==> src/rtl/cclk_driver.sv <==
// cclk_driver: drives a readiness line toward a peer. The line is held low
// through a startup holdoff, raised only while the local side enables it, and
// every fall is followed by a guaranteed minimum low pulse so the peer always
// sees a clean deassert / re-qualify sequence. `announced` reports that the
// line has been high long enough for the peer to have qualified it.
//
// Handshake: there is no valid/ready pair here. `enable` is a level sampled
// on every rising edge and is honoured only in IDLE and HIGH. `drop` is a
// request sampled on every rising edge and is honoured only in HIGH. All
// outputs are registered and decoded from the next state, so each output
// value lines up exactly with the state it belongs to.
module cclk_driver #(
  parameter int HOLDOFF_CYCLES = 1024,
  parameter int SETTLE_CYCLES  = 1024,
  parameter int MIN_LOW_CYCLES = 1024
) (
  input  logic       clk,
  input  logic       rst_n,
  input  logic       enable,
  input  logic       drop,
  output logic       cclk,
  output logic       announced,
  output logic       busy,
  output logic [1:0] dbg_state
);

  localparam int MAX_AB = (HOLDOFF_CYCLES > SETTLE_CYCLES) ? HOLDOFF_CYCLES : SETTLE_CYCLES;
  localparam int MAX_C  = (MAX_AB > MIN_LOW_CYCLES) ? MAX_AB : MIN_LOW_CYCLES;
  localparam int CW     = $clog2(MAX_C + 1);

  // Terminal counts. The counter is cleared on entry to each state, so the
  // last cycle of an N-cycle state is the one where ctr == N-1.
  localparam logic [CW-1:0] HOLD_TC   = CW'(HOLDOFF_CYCLES - 1);
  localparam logic [CW-1:0] LOW_TC    = CW'(MIN_LOW_CYCLES - 1);
  localparam logic [CW-1:0] SETTLE_TC = CW'(SETTLE_CYCLES);

  typedef enum logic [1:0] {
    ST_STARTUP = 2'd0,
    ST_IDLE    = 2'd1,
    ST_HIGH    = 2'd2,
    ST_LOWHOLD = 2'd3
  } state_t;

  state_t        state_q, state_d;
  logic [CW-1:0] ctr_q, ctr_d;
  logic          cclk_d, announced_d, busy_d;

  assign dbg_state = state_q;

  // State and counter register; reset returns to the start of the holdoff.
  always_ff @(posedge clk or negedge rst_n) begin
    if (!rst_n) begin
      state_q <= ST_STARTUP;
      ctr_q   <= '0;
    end else begin
      state_q <= state_d;
      ctr_q   <= ctr_d;
    end
  end

  // Next-state and counter update; the counter clears on every state change
  // and saturates at the settle count while HIGH so it never wraps.
  always_comb begin
    state_d = state_q;
    ctr_d   = ctr_q;
    unique case (state_q)
      ST_STARTUP: begin
        if (ctr_q == HOLD_TC) begin
          state_d = ST_IDLE;
          ctr_d   = '0;
        end else begin
          ctr_d = ctr_q + 1'b1;
        end
      end
      ST_IDLE: begin
        ctr_d = '0;
        if (enable) begin
          state_d = ST_HIGH;
        end
      end
      ST_HIGH: begin
        // Drop and enable-low together still mean a single LOWHOLD entry.
        if (drop || !enable) begin
          state_d = ST_LOWHOLD;
          ctr_d   = '0;
        end else if (ctr_q != SETTLE_TC) begin
          ctr_d = ctr_q + 1'b1;
        end
      end
      ST_LOWHOLD: begin
        // drop is deliberately ignored here: the pulse is neither extended
        // nor restarted.
        if (ctr_q == LOW_TC) begin
          state_d = ST_IDLE;
          ctr_d   = '0;
        end else begin
          ctr_d = ctr_q + 1'b1;
        end
      end
      default: begin
        state_d = ST_STARTUP;
        ctr_d   = '0;
      end
    endcase
  end

  // Output decode from the next state, so the registered outputs coincide
  // with the state they describe.
  always_comb begin
    cclk_d      = (state_d == ST_HIGH);
    announced_d = (state_d == ST_HIGH) && (ctr_d == SETTLE_TC);
    busy_d      = (state_d == ST_STARTUP) || (state_d == ST_LOWHOLD);
  end

  // Output registers; reset drives the line low and reports busy.
  always_ff @(posedge clk or negedge rst_n) begin
    if (!rst_n) begin
      cclk      <= 1'b0;
      announced <= 1'b0;
      busy      <= 1'b1;
    end else begin
      cclk      <= cclk_d;
      announced <= announced_d;
      busy      <= busy_d;
    end
  end

endmodule

==> config.mk <==
export PLATFORM = sky130hd
export DESIGN_NAME = cclk_driver
export DESIGN_NICKNAME = d
export VERILOG_FILES = /design/src/rtl/cclk_driver.sv
export SDC_FILE = /design/constraint.sdc
export NUM_CORES = 1
export LEC_CHECK = 0
export ABC_AREA = 1
export BUFFER_PORTS_ARGS = -buffer_cell sky130_fd_sc_hd__buf_2
export CORE_MARGIN = 1
export CORE_UTILIZATION = 23
export CTS_CLUSTER_DIAMETER = 100
export CTS_CLUSTER_SIZE = 8
export DETAILED_ROUTE_END_ITERATION = 6
export HOLD_SLACK_MARGIN = 0.02
export PLACE_DENSITY = 0.34
export SETUP_SLACK_MARGIN = 0.02
export SLEW_MARGIN = 20
export SYNTH_ARGS = -nofsm -noshare
export SYNTH_HDL_FRONTEND = slang
export SYNTH_SLANG_ARGS = --single-unit
==> constraint.sdc <==
create_clock -name clk -period 2.3 [get_ports clk]
set_clock_uncertainty 0.2 [all_clocks]
set_input_delay 0.23 -clock clk [delete_from_list [all_inputs] [get_ports clk]]
set_output_delay 0.23 -clock clk [all_outputs]
set_load 0.02 [all_outputs]
==> flow_summary.yaml, run 1 <==
synth:
  synth_fa_ha_area_share_pct: 5.75
  syn_nets: 155
  synth_cells: 146
  synth-seq-area-share_pct: 36.9
  synthDistinctLibCells: 24
  synth_top_family_by_area: "simple AND/OR/NAND/NOR gates"
  synth-async-reset-ratio_pct: 100
  yosysTopAreaCellShare_pct: 34.5
  synthMuxAreaShare_pct: 0
  synth_common_cells: "nand2_1 (34), inv_1 (22), nor2_1 (21)"
  syn-cell-area_sq_um: 1090
  synth_enable_flop_cells: 0
  synth_xor_area_share_pct: 1.61
  synth_compound_area_share_pct: 8.86
  yosysTopAreaCell: "dfrtp_1"
  synth_ff_type: "dfrtp_1"
  synth-seq-cells: 16
  yosysWarnings: 0
  synth-simple-area-share_pct: 38.9
  ys_top_cells_by_area: "dfrtp_1 (35%), nand2_1 (12%), inv_1 (7.6%)"
  synth_most_common_cell: "nand2_1"
  postSynthAreaPerCell_sq_um: 7.45
clocking:
  cts_tree: "done"
  clock-root-buffer: "clkbuf_8"
  path_clk_slew_ns: 0.07
  clock_latency_ns: 0.25
  cts_sinks: 16
  clk_path_buf_depth: 2
  numCtsBuffers: 3
  cts_htree_levels: 1
global_route:
  grt_pass1_wl_microns: 4750
  grt_pass1_vias: 996
  grtUsageTotal_pct: 12.4
  antenna_found_initial: 0
  grt_max_degree: 17
  overflow: 0
floorplanning:
  core_area_sq_um: 4440
  io_pins: 9
  die_y_microns: 70.8
  initial_core_util_pct: 24.5
  die-area_sq_um: 5010
  rows: 24
  die_w_microns: 70.8
routing:
  drt-initial-drc-count: 31
  drc_errors: 0
  firstDrtPassIters: 4
  finalWirelength_microns: 2710
  ant_nets: 0
  viasPerCell: 4.50
  wl_per_cell_microns: 12.7
  vias: 962
sta:
  period_needed_ns: 2.07
  tns_ns: 0
  setup_viol_count_final: 0
  slew_viol_final: 0
  tightestPinTransition_ns: 0.383
  fmax_ghz: 0.484
  finalCritPeriodShare_pct: 89.8
  rsz0062_at_grt: "no"
  layout_setup_ws_ns: 0.234
  hold_viol_final: 0
  slew_headroom_pct: 74.5
  hold-worst-slack_ns: 0.136
worst_setup_path:
  crit_path_start_kind: "flop"
  critical_path_class: "reg -> reg"
  cp.arrival_ns: 2.05
  cp.required_ns: 2.28
  critical_path.max_fanout: 5
  endpoint_kind: "flop"
power:
  power.density_nw_per_um2: 1060
  leakagePower_nw: 0.679
  peakVddDrop_mv: 0.659
layout:
  regArea_sq_um: 402
  postLayoutCellArea_sq_um: 1290
  diodes: 0
  area.growth.synth_to_final_pct: 18.5
  drive_above_1_share_pct: 21.0
  num-fill-cells: 488
  final_cells: 214
  fin_nets: 172
  multi_input_area_sq_um: 604
flow_run:
  maxCapViolCount: 0
placed_design:
  io_buffers: 8
  place_area_sq_um: 1210
  dp.cells: 208
  dp_hpwl_microns: 2190
  post-place-ws_ns: 0.156
  place_congestion: 0.775
min_path:
  hp-class: "in -> reg"
run_status:
  status: "complete, no violations"
-- flip-flops by register name (all words and copies together), names as in the netlist --
| register | cells |
|---|---|
| announced | 1 |
| busy | 1 |
| cclk | 1 |
| ctr_q | 11 |
| dbg_state | 2 |
-- logic make-up after synthesis --
group	Yosys count
compound gates	14
xor+xnor	2
fa+ha+maj	5
buf+inv	23
flops	16
simple gates	86
-- what timing repair did --
item / 4_1_cts / 5_1_grt
endpoints found under the hold margin: 16 / 0
endpoints found under the setup margin: 0 / 1
buffers inserted: 0 / 1
hold buffers: 1 / 0
gates resized for setup: 0 / 3
-- critical path, cell delays in order (launching register included) --
cell	delay (ns)
dfrtp_1	0.41
ha_1	0.26
nand2_2	0.09
nor2_4	0.06
nand3_4	0.09
o21ai_0	0.08
a32oi_1	0.24
ha_2	0.23
nand2_2	0.05
nor3_2	0.13
nand2_1	0.06
nor2_1	0.09
-- per-stage QoR --
stage | power (mW) | utilization, %
floorplan | 0.896 | -
global placement | 1.12 | 27.3
detailed placement | 1.09 | 27.3
CTS | 1.35 | 28.7
global route | 1.48 | 29.0
finish | 1.37 | 29.0
-- placed cells by master (no fill, tap or decap), types with 2 or more instances in the layout --
cell,Yosys,final
nand4_1,3,3
dfrtp_1,15,15
o21ai_0,4,4
ha_2,0,2
a32oi_1,2,2
nand2_2,4,4
nand2_4,3,3
nor2_1,21,21
buf_2,0,8
nor2_4,2,2
inv_1,22,21
clkbuf_8,0,4
xor2_1,2,2
a21oi_1,5,5
buf_4,0,4
nand3_1,14,14
nand2_1,34,34
ha_1,5,3
-- report_power, final --
part	internal, mW	total (mW)	switching (mW)
logic	0.269	0.713	0.444
clock network	0.152	0.254	0.102
registers	0.350	0.401	0.0504
-- per-layer routing --
metal	track usage, %	vias to the layer above	wire length [microns]
met5	0	-	0
met4	6.67	0	110
met3	1.71	11	71
met2	19.4	23	1210
met1	16.5	433	1320
li1	-	495	-
-- worst paths after layout --
check	startpoint	to	slack, ns	cells past startpoint
max in group asynchronous	rst_n	busy	1.36	2
setup reg to reg	ctr_q[0]	announced	0.23	11
setup / recovery	ctr_q[0]	announced	0.23	11
hold reg to reg	ctr_q[0]	ctr_q[0]	0.45	3
hold / removal	enable	dbg_state[1]	0.14	3
min in group asynchronous	rst_n	dbg_state[0]	0.23	2
-- cell type report --
type / instances / share of cell area (%)
Timing Repair Buffer: 13 / 6.21
Clock buffer: 4 / 4.27
Tap cell: 52 / 5.05
Sequential cell: 16 / 31.2
Multi-Input combinational cell: 107 / 46.9
Inverter: 22 / 6.41
Power figures use the tool's default switching activity.
==> run 2: changes to the inputs <==
--- a/config.mk
+++ b/config.mk
@@ -8,14 +8,13 @@
 export ABC_AREA = 1
 export BUFFER_PORTS_ARGS = -buffer_cell sky130_fd_sc_hd__buf_2
 export CORE_MARGIN = 1
-export CORE_UTILIZATION = 23
+export CORE_UTILIZATION = 58
 export CTS_CLUSTER_DIAMETER = 100
 export CTS_CLUSTER_SIZE = 8
 export DETAILED_ROUTE_END_ITERATION = 6
 export HOLD_SLACK_MARGIN = 0.02
-export PLACE_DENSITY = 0.34
+export PLACE_DENSITY = 0.78
 export SETUP_SLACK_MARGIN = 0.02
-export SLEW_MARGIN = 20
 export SYNTH_ARGS = -nofsm -noshare
 export SYNTH_HDL_FRONTEND = slang
 export SYNTH_SLANG_ARGS = --single-unit
==> run 2 against run 1 <==
Net effect: sequential cell count unchanged; register-to-register slack worse by 0.05 ns; hold slack got worse by 0.046 ns; via count up 3.7%; maximum frequency is 2.1% lower; non-clock buffer count down 2; critical path type unchanged.
==> flow_summary.yaml, run 2 (synthesis results as in run 1) <==
run_status:
  status: "complete, no violations"
sta:
  period_needed_ns: 2.11
  slew_viol_final: 0
  hold-worst-slack_ns: 0.0898
  rsz0062_at_grt: "no"
  slew_headroom_pct: 75.1
  hold_viol_final: 0
  finalCritPeriodShare_pct: 91.8
  tightestPinTransition_ns: 0.373
  setup_viol_count_final: 0
  tns_ns: 0
  fmax_ghz: 0.474
worst_setup_path:
  path_common_cell: "nand2_2"
  crit_slowest_cell: "dfrtp_1"
  path_cells: "ha_1 -> nand2_2 -> nor2_4 -> nand3_4 -> o21ai_0 -> a32oi_1 -> ha_2 -> nand2_2 -> nor3_2 -> nand2_1 -> nor2_1"
  crit_path_start_kind: "flop"
  cp.required_ns: 2.34
  critical_path.max_fanout: 5
  critical_path_class: "reg -> reg"
  slowest_delay_ns: 0.44
  endpoint_kind: "flop"
  cp.arrival_ns: 2.15
power:
  peakVddDrop_mv: 0.911
  p_sw_share_pct: 45.2
  internal_power_uw: 715
  power_mw: 1.30
  p_clk_share_pct: 14.6
  power_frac_comb_pct: 55.1
  power.density_nw_per_um2: 1070
  leakagePower_nw: 0.660
  power.switching_uw: 590
  seqPwrFrac_pct: 30.2
layout:
  final_cells: 185
  diodes: 0
  num-fill-cells: 159
  final_util_pct: 70.1
  largest_reg_flops: 11
  area.growth.synth_to_final_pct: 12.5
  layout_commonest_cell: "nand2_1"
  fin_nets: 170
  mostFrequentLayoutCells: "nand2_1 (34), inv_1 (21), nor2_1 (21)"
  largest-register: "ctr_q"
  drive_above_1_share_pct: 20.6
floorplanning:
  core_area_sq_um: 1750
  rows: 15
  die_w_microns: 45.3
  initial_core_util_pct: 62.3
  die-area_sq_um: 2050
  die_y_microns: 45.3
  io_pins: 9
clocking:
  clk_path_buf_depth: 2
  path_clk_slew_ns: 0.10
  cts_htree_levels: 1
  clock_latency_ns: 0.30
  numCtsBuffers: 3
  clock-root-buffer: "clkbuf_4"
  cts_tree: "done"
  cts_sinks: 16
global_route:
  overflow: 0
  grt_pass1_vias: 876
  grt_max_degree: 17
  antenna_found_initial: 0
  grt_pass1_wl_microns: 3970
  grtUsageTotal_pct: 28.1
routing:
  drt-initial-drc-count: 45
  finalWirelength_microns: 2340
  drc_errors: 0
  vias: 998
  ant_nets: 0
  wl_per_cell_microns: 12.6
  firstDrtPassIters: 4
  viasPerCell: 5.39
placed_design:
  dp_hpwl_microns: 1810
  place_congestion: 0.938
  io_buffers: 8
  dp.cells: 178
flow_run:
  maxCapViolCount: 0
min_path:
  hp-class: "in -> reg"
run 2: changes by cell type in the layout (fill, tap and decap cells not counted):
cell      delta
buf_4        -2
clkbuf_4     +3
ha_1         -1
ha_2         +1
clkbuf_8     -3
run 2: path summary, 6_finish.rpt:
kind	start	endpoint	slack, ns	cells past startpoint
worst max-delay path	ctr_q[1]	announced	0.19	11
worst min-delay path	drop	ctr_q[3]	0.09	4
worst max register to register	ctr_q[1]	announced	0.19	11
worst min register to register	dbg_state[0]	dbg_state[0]	0.45	2
max in group asynchronous	rst_n	busy	1.41	2
min in group asynchronous	rst_n	ctr_q[10]	0.17	2
run 2: repair_timing:
| item | CTS | global route |
|---|---|---|
| endpoints found under the hold margin | 16 | 0 |
| buffers inserted | 0 | 2 |
| hold buffers | 1 | 0 |
| endpoints found under the setup margin | 0 | 1 |
| gates resized for setup | 0 | 4 |
run 2: power groups by stage:
stage	clock [mW]	combinational, mW	sequential [mW]
2_1_floorplan	0	0.457	0.438
3_3_place_gp	0	0.644	0.399
3_5_place_dp	0	0.655	0.402
4_1_cts	0.192	0.662	0.397
5_1_grt	0.201	0.800	0.403
6_report	0.191	0.720	0.395
run 2: stage by stage:
step / setup slack (ns) / area [sq um]
global placement: 0.196 / 1150
finish: 0.189 / 1220
CTS: 0.106 / 1200
global route: 0.0299 / 1220
floorplan: 0.219 / 1090
detailed placement: 0.130 / 1150
run 2: worst max-delay path: cells and delay by family, from the launching register on:
| kind | cells | cell delay, ns |
|---|---|---|
| simple gates | 7 | 0.56 |
| fa+ha+maj | 2 | 0.49 |
| flops | 1 | 0.44 |
| compound gates | 2 | 0.35 |
run 2: metal layers:
metal / up-vias / routed length [microns] / GRT usage, %
li1: 494 / - / -
met5: - / 0 / 0
met2: 39 / 1100 / 44.1
met1: 461 / 1060 / 39.3
met3: 4 / 153 / 3.60
met4: 0 / 27 / 11.5
run 2: area by class of cell:
class | instances | area (sq um) | share of cell area (%)
Inverter | 22 | 82.6 | 6.75
Tap cell | 25 | 31.3 | 2.56
Timing Repair Buffer | 11 | 65.1 | 5.32
Sequential cell | 16 | 402 | 32.8
Multi-Input combinational cell | 107 | 607 | 49.6
Clock buffer | 4 | 36.3 | 2.97
